$ cat config.mk
export PLATFORM = sky130hd
export DESIGN_NAME = regfile_wr_arb
export DESIGN_NICKNAME = d
export VERILOG_FILES = /design/src/rtl/regfile_wr_arb.sv
export SDC_FILE = /design/constraint.sdc
export NUM_CORES = 1
export LEC_CHECK = 0
export CAP_MARGIN = 10
export CORE_ASPECT_RATIO = 1.25
export CORE_UTILIZATION = 50
export DETAILED_ROUTE_END_ITERATION = 8
export HOLD_SLACK_MARGIN = 0.12
export PLACE_DENSITY = 0.8
export SLEW_MARGIN = 20
export SYNTH_ARGS = -nofsm -noshare
export SYNTH_HDL_FRONTEND = slang
export SYNTH_SLANG_ARGS = --single-unit
$ cat constraint.sdc
create_clock -name clk -period 2.2 [get_ports clk]
set_input_delay 0.44 -clock clk [delete_from_list [all_inputs] [get_ports clk]]
set_output_delay 0.44 -clock clk [all_outputs]
set_load 0.005 [all_outputs]
$ cat src/rtl/regfile_wr_arb.sv
// Regfile write-port arbiter: two per-requester FIFOs (ALU, load) feeding one registered write port.
// Define REGFILE_ARB_RR_EN for round-robin grant; otherwise req0 has fixed priority.

module regfile_wr_arb #(
    parameter int unsigned DEPTH = 2
) (
    input  logic        clk,
    input  logic        rst_n,
    input  logic        req0_valid,
    output logic        req0_ready,
    input  logic [4:0]  req0_addr,
    input  logic [63:0] req0_data,
    input  logic        req1_valid,
    output logic        req1_ready,
    input  logic [4:0]  req1_addr,
    input  logic [63:0] req1_data,
    output logic        we3,
    output logic [4:0]  wa3,
    output logic [63:0] wd3,
    input  logic [4:0]  chk_addr,
    output logic        chk_hit
);

    localparam int unsigned PW  = (DEPTH > 1) ? $clog2(DEPTH) : 1;
    localparam int unsigned CW  = $clog2(DEPTH + 1);
    localparam logic [4:0]  XZR = 5'd31;

    logic [4:0]       addr_q   [2][DEPTH];
    logic [4:0]       addr_d   [2][DEPTH];
    logic [63:0]      data_q   [2][DEPTH];
    logic [63:0]      data_d   [2][DEPTH];
    logic [DEPTH-1:0] vld_q    [2];
    logic [DEPTH-1:0] vld_d    [2];
    logic [PW-1:0]    wr_ptr_q [2];
    logic [PW-1:0]    wr_ptr_d [2];
    logic [PW-1:0]    rd_ptr_q [2];
    logic [PW-1:0]    rd_ptr_d [2];
    logic [CW-1:0]    cnt_q    [2];
    logic [CW-1:0]    cnt_d    [2];

    logic             we3_q, we3_d;
    logic [4:0]       wa3_q, wa3_d;
    logic [63:0]      wd3_q, wd3_d;

    logic             in_valid [2];
    logic [4:0]       in_addr  [2];
    logic [63:0]      in_data  [2];
    logic             rdy      [2];
    logic             head     [2];
    logic             push     [2];
    logic             pop      [2];
    logic             gnt_sel;
    logic             any_gnt;
    logic [4:0]       gnt_addr;
    logic [63:0]      gnt_data;
    logic             chk_match;

    function automatic logic [PW-1:0] ptr_inc(input logic [PW-1:0] p);
        return (p == PW'(DEPTH - 1)) ? '0 : p + 1'b1;
    endfunction

    assign in_valid[0] = req0_valid;
    assign in_valid[1] = req1_valid;
    assign in_addr[0]  = req0_addr;
    assign in_addr[1]  = req1_addr;
    assign in_data[0]  = req0_data;
    assign in_data[1]  = req1_data;

    always_comb begin
        for (int unsigned i = 0; i < 2; i++) begin
            rdy[i]  = cnt_q[i] < CW'(DEPTH);
            head[i] = cnt_q[i] != '0;
        end
    end

    assign req0_ready = rdy[0];
    assign req1_ready = rdy[1];
    assign any_gnt    = head[0] | head[1];

`ifdef REGFILE_ARB_RR_EN
    // rr_q set means req1 owns the next contended grant
    logic rr_q, rr_d;

    assign gnt_sel = (head[0] && head[1]) ? rr_q : head[1];

    always_comb begin
        rr_d = rr_q;
        if (any_gnt) begin
            rr_d = ~gnt_sel;
        end
    end

    always_ff @(posedge clk or negedge rst_n) begin
        if (!rst_n) begin
            rr_q <= 1'b0;
        end else begin
            rr_q <= rr_d;
        end
    end
`else
    assign gnt_sel = ~head[0];
`endif

    assign gnt_addr = addr_q[gnt_sel][rd_ptr_q[gnt_sel]];
    assign gnt_data = data_q[gnt_sel][rd_ptr_q[gnt_sel]];

    always_comb begin
        for (int unsigned i = 0; i < 2; i++) begin
            pop[i]  = any_gnt && (gnt_sel == 1'(i));
            push[i] = in_valid[i] && rdy[i];
        end
    end

    always_comb begin
        addr_d   = addr_q;
        data_d   = data_q;
        vld_d    = vld_q;
        wr_ptr_d = wr_ptr_q;
        rd_ptr_d = rd_ptr_q;
        cnt_d    = cnt_q;
        for (int unsigned i = 0; i < 2; i++) begin
            if (pop[i]) begin
                vld_d[i][rd_ptr_q[i]] = 1'b0;
                rd_ptr_d[i]           = ptr_inc(rd_ptr_q[i]);
            end
            // a full queue never pushes, so push and pop never target the same slot
            if (push[i]) begin
                addr_d[i][wr_ptr_q[i]] = in_addr[i];
                data_d[i][wr_ptr_q[i]] = in_data[i];
                vld_d[i][wr_ptr_q[i]]  = 1'b1;
                wr_ptr_d[i]            = ptr_inc(wr_ptr_q[i]);
            end
            cnt_d[i] = cnt_q[i] + CW'(push[i]) - CW'(pop[i]);
        end
    end

    // XZR grants still pop but leave the write port idle and its address/data untouched
    always_comb begin
        we3_d = 1'b0;
        wa3_d = wa3_q;
        wd3_d = wd3_q;
        if (any_gnt && (gnt_addr != XZR)) begin
            we3_d = 1'b1;
            wa3_d = gnt_addr;
            wd3_d = gnt_data;
        end
    end

    always_ff @(posedge clk or negedge rst_n) begin
        if (!rst_n) begin
            addr_q   <= '{default: '0};
            data_q   <= '{default: '0};
            vld_q    <= '{default: '0};
            wr_ptr_q <= '{default: '0};
            rd_ptr_q <= '{default: '0};
            cnt_q    <= '{default: '0};
            we3_q    <= 1'b0;
            wa3_q    <= '0;
            wd3_q    <= '0;
        end else begin
            addr_q   <= addr_d;
            data_q   <= data_d;
            vld_q    <= vld_d;
            wr_ptr_q <= wr_ptr_d;
            rd_ptr_q <= rd_ptr_d;
            cnt_q    <= cnt_d;
            we3_q    <= we3_d;
            wa3_q    <= wa3_d;
            wd3_q    <= wd3_d;
        end
    end

    always_comb begin
        chk_match = we3_q && (wa3_q == chk_addr);
        for (int unsigned i = 0; i < 2; i++) begin
            for (int unsigned j = 0; j < DEPTH; j++) begin
                if (vld_q[i][j] && (addr_q[i][j] == chk_addr)) begin
                    chk_match = 1'b1;
                end
            end
        end
    end

    assign chk_hit = chk_match && (chk_addr != XZR);
    assign we3     = we3_q;
    assign wa3     = wa3_q;
    assign wd3     = wd3_q;

endmodule

==> reports/summary.md, run 1 <==
Clock root buffer master: clkbuf_16. The number of global-route vias before repair was 11200; the wire length of the first global-routing pass was 58700 µm. The area overhead of the layout relative to synthesis is 28.0%, and the total count of max-transition violations in the final report is 0. Fraction of final layout cells with drive strength greater than 1: 0.319.

Chip width: 160 µm. Between clock sinks in the finished design, the worst skew comes to 14.0 ps. The worst setup path is launched from a flop. Counting every sink on the clock net gives 358. IR analysis of the VDD net gives a maximum drop of 808 µV.

The post-synthesis compound-gate area fraction came out at 0.0494. The synthesized design spends more area on one cell type than any other, namely dfrtp_1. The clock passes through at most 3 buffers. TritonCTS built the clock tree.

When the netlist entered floorplanning its net count stood at 1353. Setup repair after global routing could not meet its margin everywhere. The run gives 0.573 as the fraction of the yosys area taken by sequential cells. After detailed routing, the average wire length per cell comes to 19.6 µm.

The flow ran to the end, but the final reports show violations. Clock-pin slew was measured on the worst setup and hold paths at 60 ps. The worst setup path is captured at a primary output. The data arrival time of the worst path came out at 1850 ps.

The proportion of register bits with asynchronous set or reset after synthesis was 1.00. The tools report the final routed wirelength across all metal layers as 36700 µm. Number of nets at the end of the flow: 1587. For this run, design rule violations remaining after detail routing come to 0. In this run the worst path has a maximum fanout of 3.

The overall power after layout is 29600 µW. Using the TritonRoute via totals, the vias-per-cell ratio works out to 5.51. The die is 200 µm tall. Dividing total power by cell area gives a power density of 1480 nW/µm².

The total track usage is 0.233, and the number of enable flip-flop cells after synthesis is 0. In this run the static leakage power is 0.00853 µW. During placement, the flow inserted port buffers numbering 219.

The dominant synthesized flop cell is dfrtp_1. The layer flagged by global routing as most heavily used is met2. The final route contains 10300 vias.

After legalization and detailed placement, the total HPWL measured 23900 µm. Across the run, the number of max-cap violations was 0. The final reports fail on negative setup slack. Number of rows in the core area: 72. Once layout is complete, the cells apart from fillers number 1874.

Pin placement for this block handled 220 I/O pins. Counting instances in the post-synthesis netlist gives the leading cell types as dfrtp_1, mux2_2, nand2_1. Buffers inserted during clock tree synthesis total 37.

After synthesis, the cell types taking the most area are dfrtp_1, mux2_2, mux2i_1, o21ai_0, nand2_1. In this run the remaining antenna-violating nets after routing total 0. The tools report the met3 track demand over resource as 0.0329. The run gives 2317 as the count of fill cells added during filler insertion. The run gives 1204 as the post-synthesis cell count. The placeable core area was 30900 µm². The post-synthesis xor/xnor area fraction came out at 0.0168. Derived from the worst setup path, the maximum achievable clock frequency is 437 MHz.

The maximum number of pins on one net before global-route repair was 96. The congestion estimate from routability-driven global placement came to 0.846. The average instance in the mapped netlist occupies 13.0 µm². At the later pin of the worst-skew pair, clock insertion delay measures 510 ps. The worst-case setup margin in the final layout was -87.2 ps; the top-area cell type share of the netlist area was 0.573.

After synthesis, the largest family of logic cells by area is multiplexers. Number of flip-flops and latches in the synthesized netlist: 358. The simple-gate area share of the yosys netlist was 0.0450; the number of hold violations in the final report was 0. The post-placement worst setup slack was -648 ps. The number of setup buffers added after CTS is 0. The logs give 30 for the count of distinct cell types in the synthesized netlist and 1760 ps for the endpoint required time on the critical path. The first TritonRoute pass finished after 6 iterations. For the pin with the worst max-slew slack, the measured transition is 529 ps. Number of DRC markers after the initial detailed-route iteration: 457. The area of the die came out at 32000 µm². Including well taps, the total number of placed cells is 1805.

The logs give 0.647 for the worst-case headroom to the max-slew limit and 0.418 for the met2 track demand over resource in global routing. The part of the cycle the worst path needs was 1.04. The library cell with the highest instance count after synthesis is dfrtp_1. In this run the cell area measured after placement is 18700 µm². In the final timing run, aggregate negative setup slack is -87.2 ps. Summing all non-filler instances in the final layout gives an area of 20000 µm². The number of warning messages in the yosys log is 0.

The starting density of the core was 0.506; the number of antenna violations at the first check in global routing was 5. The post-synthesis mux area share came out at 0.292. The maximum level of the CTS H-tree came out at 2.

The mapped cell area came out at 15600 µm². Summing all multi-input logic gate instances after layout gives 6410 µm². Adder-cell area share of the yosys netlist: 0.00160. The worst hold path belongs to the class in -> async. The area occupied by registers is 8970 µm². The total overflow left after global routing is 0. Global-route met1 utilization: 0.283. The post-route minimum period works out to 2290 ps. The critical path is of the reg -> out type.

The run gives 1 as the final setup violation count.
## kinds of logic after synthesis
group / count (synthesis)
AND/OR/NAND/NOR: 171
XOR/XNOR: 30
adder cells (fa/ha/maj): 2
buffers and inverters: 84
flip-flops: 358
AO/OA/AOI/OAI: 145
multiplexers: 414
## through the flow
| step | hold slack (ps) | utilization |
|---|---|---|
| after global placement | 381 | 0.607 |
| final | 444 | 0.648 |
| after detailed placement | 384 | 0.607 |
| after global routing | 469 | 0.648 |
| after floorplan | 144 | - |
| after CTS | 441 | 0.646 |
## final timing paths
path	cells past startpoint	slack (ps)	end	start
worst max-delay path	6	-90	chk_hit	addr_q[17]
worst min-delay path	2	440	data_q[114]	rst_n
worst max register to register	8	130	wd3[44]	addr_q[18]
worst min register to register	2	480	vld_q[1]	vld_q[1]
max in group asynchronous	3	1030	wd3[17]	rst_n
min in group clk	2	480	vld_q[1]	vld_q[1]
## flip-flops by register name (all words and copies together), names as in the netlist
name,count
addr_q,20
wr_ptr_q,2
rd_ptr_q,2
cnt_q,4
we3,1
data_q,256
wd3,64
wa3,5
vld_q,4
## metal layers
layer | part of all wire | vias to the layer above
met1 | 0.41 | 5304
met5 | 0 | -
met4 | 0.032 | 0
met3 | 0.036 | 74
met2 | 0.53 | 250
li1 | - | 4702
## power breakdown
group / switching, µW / total, µW / internal (µW)
clock: 2460 / 6230 / 3770
sequential: 1940 / 12000 / 10000
combinational: 4700 / 11400 / 6730
total: 9100 / 29600 / 20500
## critical path, stage by stage (launching register included)
cell,delay [ps]
dfrtp_1,410
xor2_1,170
nor4_1,290
nand3_1,130
nand3_2,90
a2bb2oi_2,130
buf_2,130
## final cells by class
| type | instances | share of cell area |
|---|---|---|
| well taps | 407 | 0.0254 |
| flip-flops and latches | 358 | 0.448 |
| clock inverters | 8 | 0.00481 |
| diodes | 5 | 0.000625 |
| multi-input cells | 762 | 0.320 |
| inverters | 6 | 0.00113 |
| clock buffers | 55 | 0.0563 |
| repair buffers | 273 | 0.144 |
## placed cells by master, fill, tap and decap left out, types with 3 or more instances in the layout
cell type and count:
clkbuf_1 7, xnor2_1 10, buf_12 22, clkbuf_16 39
dlygate4sd2_1 5, nand3_1 5, clkinv_2 4, mux2i_1 72
mux2_2 342, nand2_1 140, nor4_1 3, diode_2 5
clkbuf_8 9, inv_1 6, a21oi_1 3, dfrtp_1 356
clkdlybuf4s50_1 212, xor2_1 20, buf_4 30, and4_1 3
o21ai_1 10, nor2_1 6, o21ai_0 122
## repair_timing
action	CTS	global route
hold buffers	1	0
pin swaps	6	6
endpoints found under the hold margin	33	0
resized for setup	10	5
endpoints found under the setup margin	1	16
Note: power is estimated with default switching activity, not from simulation.
==> run 2: changes to the inputs <==
--- a/config.mk
+++ b/config.mk
@@ -5,6 +5,7 @@
 export SDC_FILE = /design/constraint.sdc
 export NUM_CORES = 1
 export LEC_CHECK = 0
+export ABC_AREA = 0
 export CAP_MARGIN = 10
 export CORE_ASPECT_RATIO = 1.25
 export CORE_UTILIZATION = 50
==> results of run 2 <==
No change in the layout: final DEF, timing and power equal those of run 1.
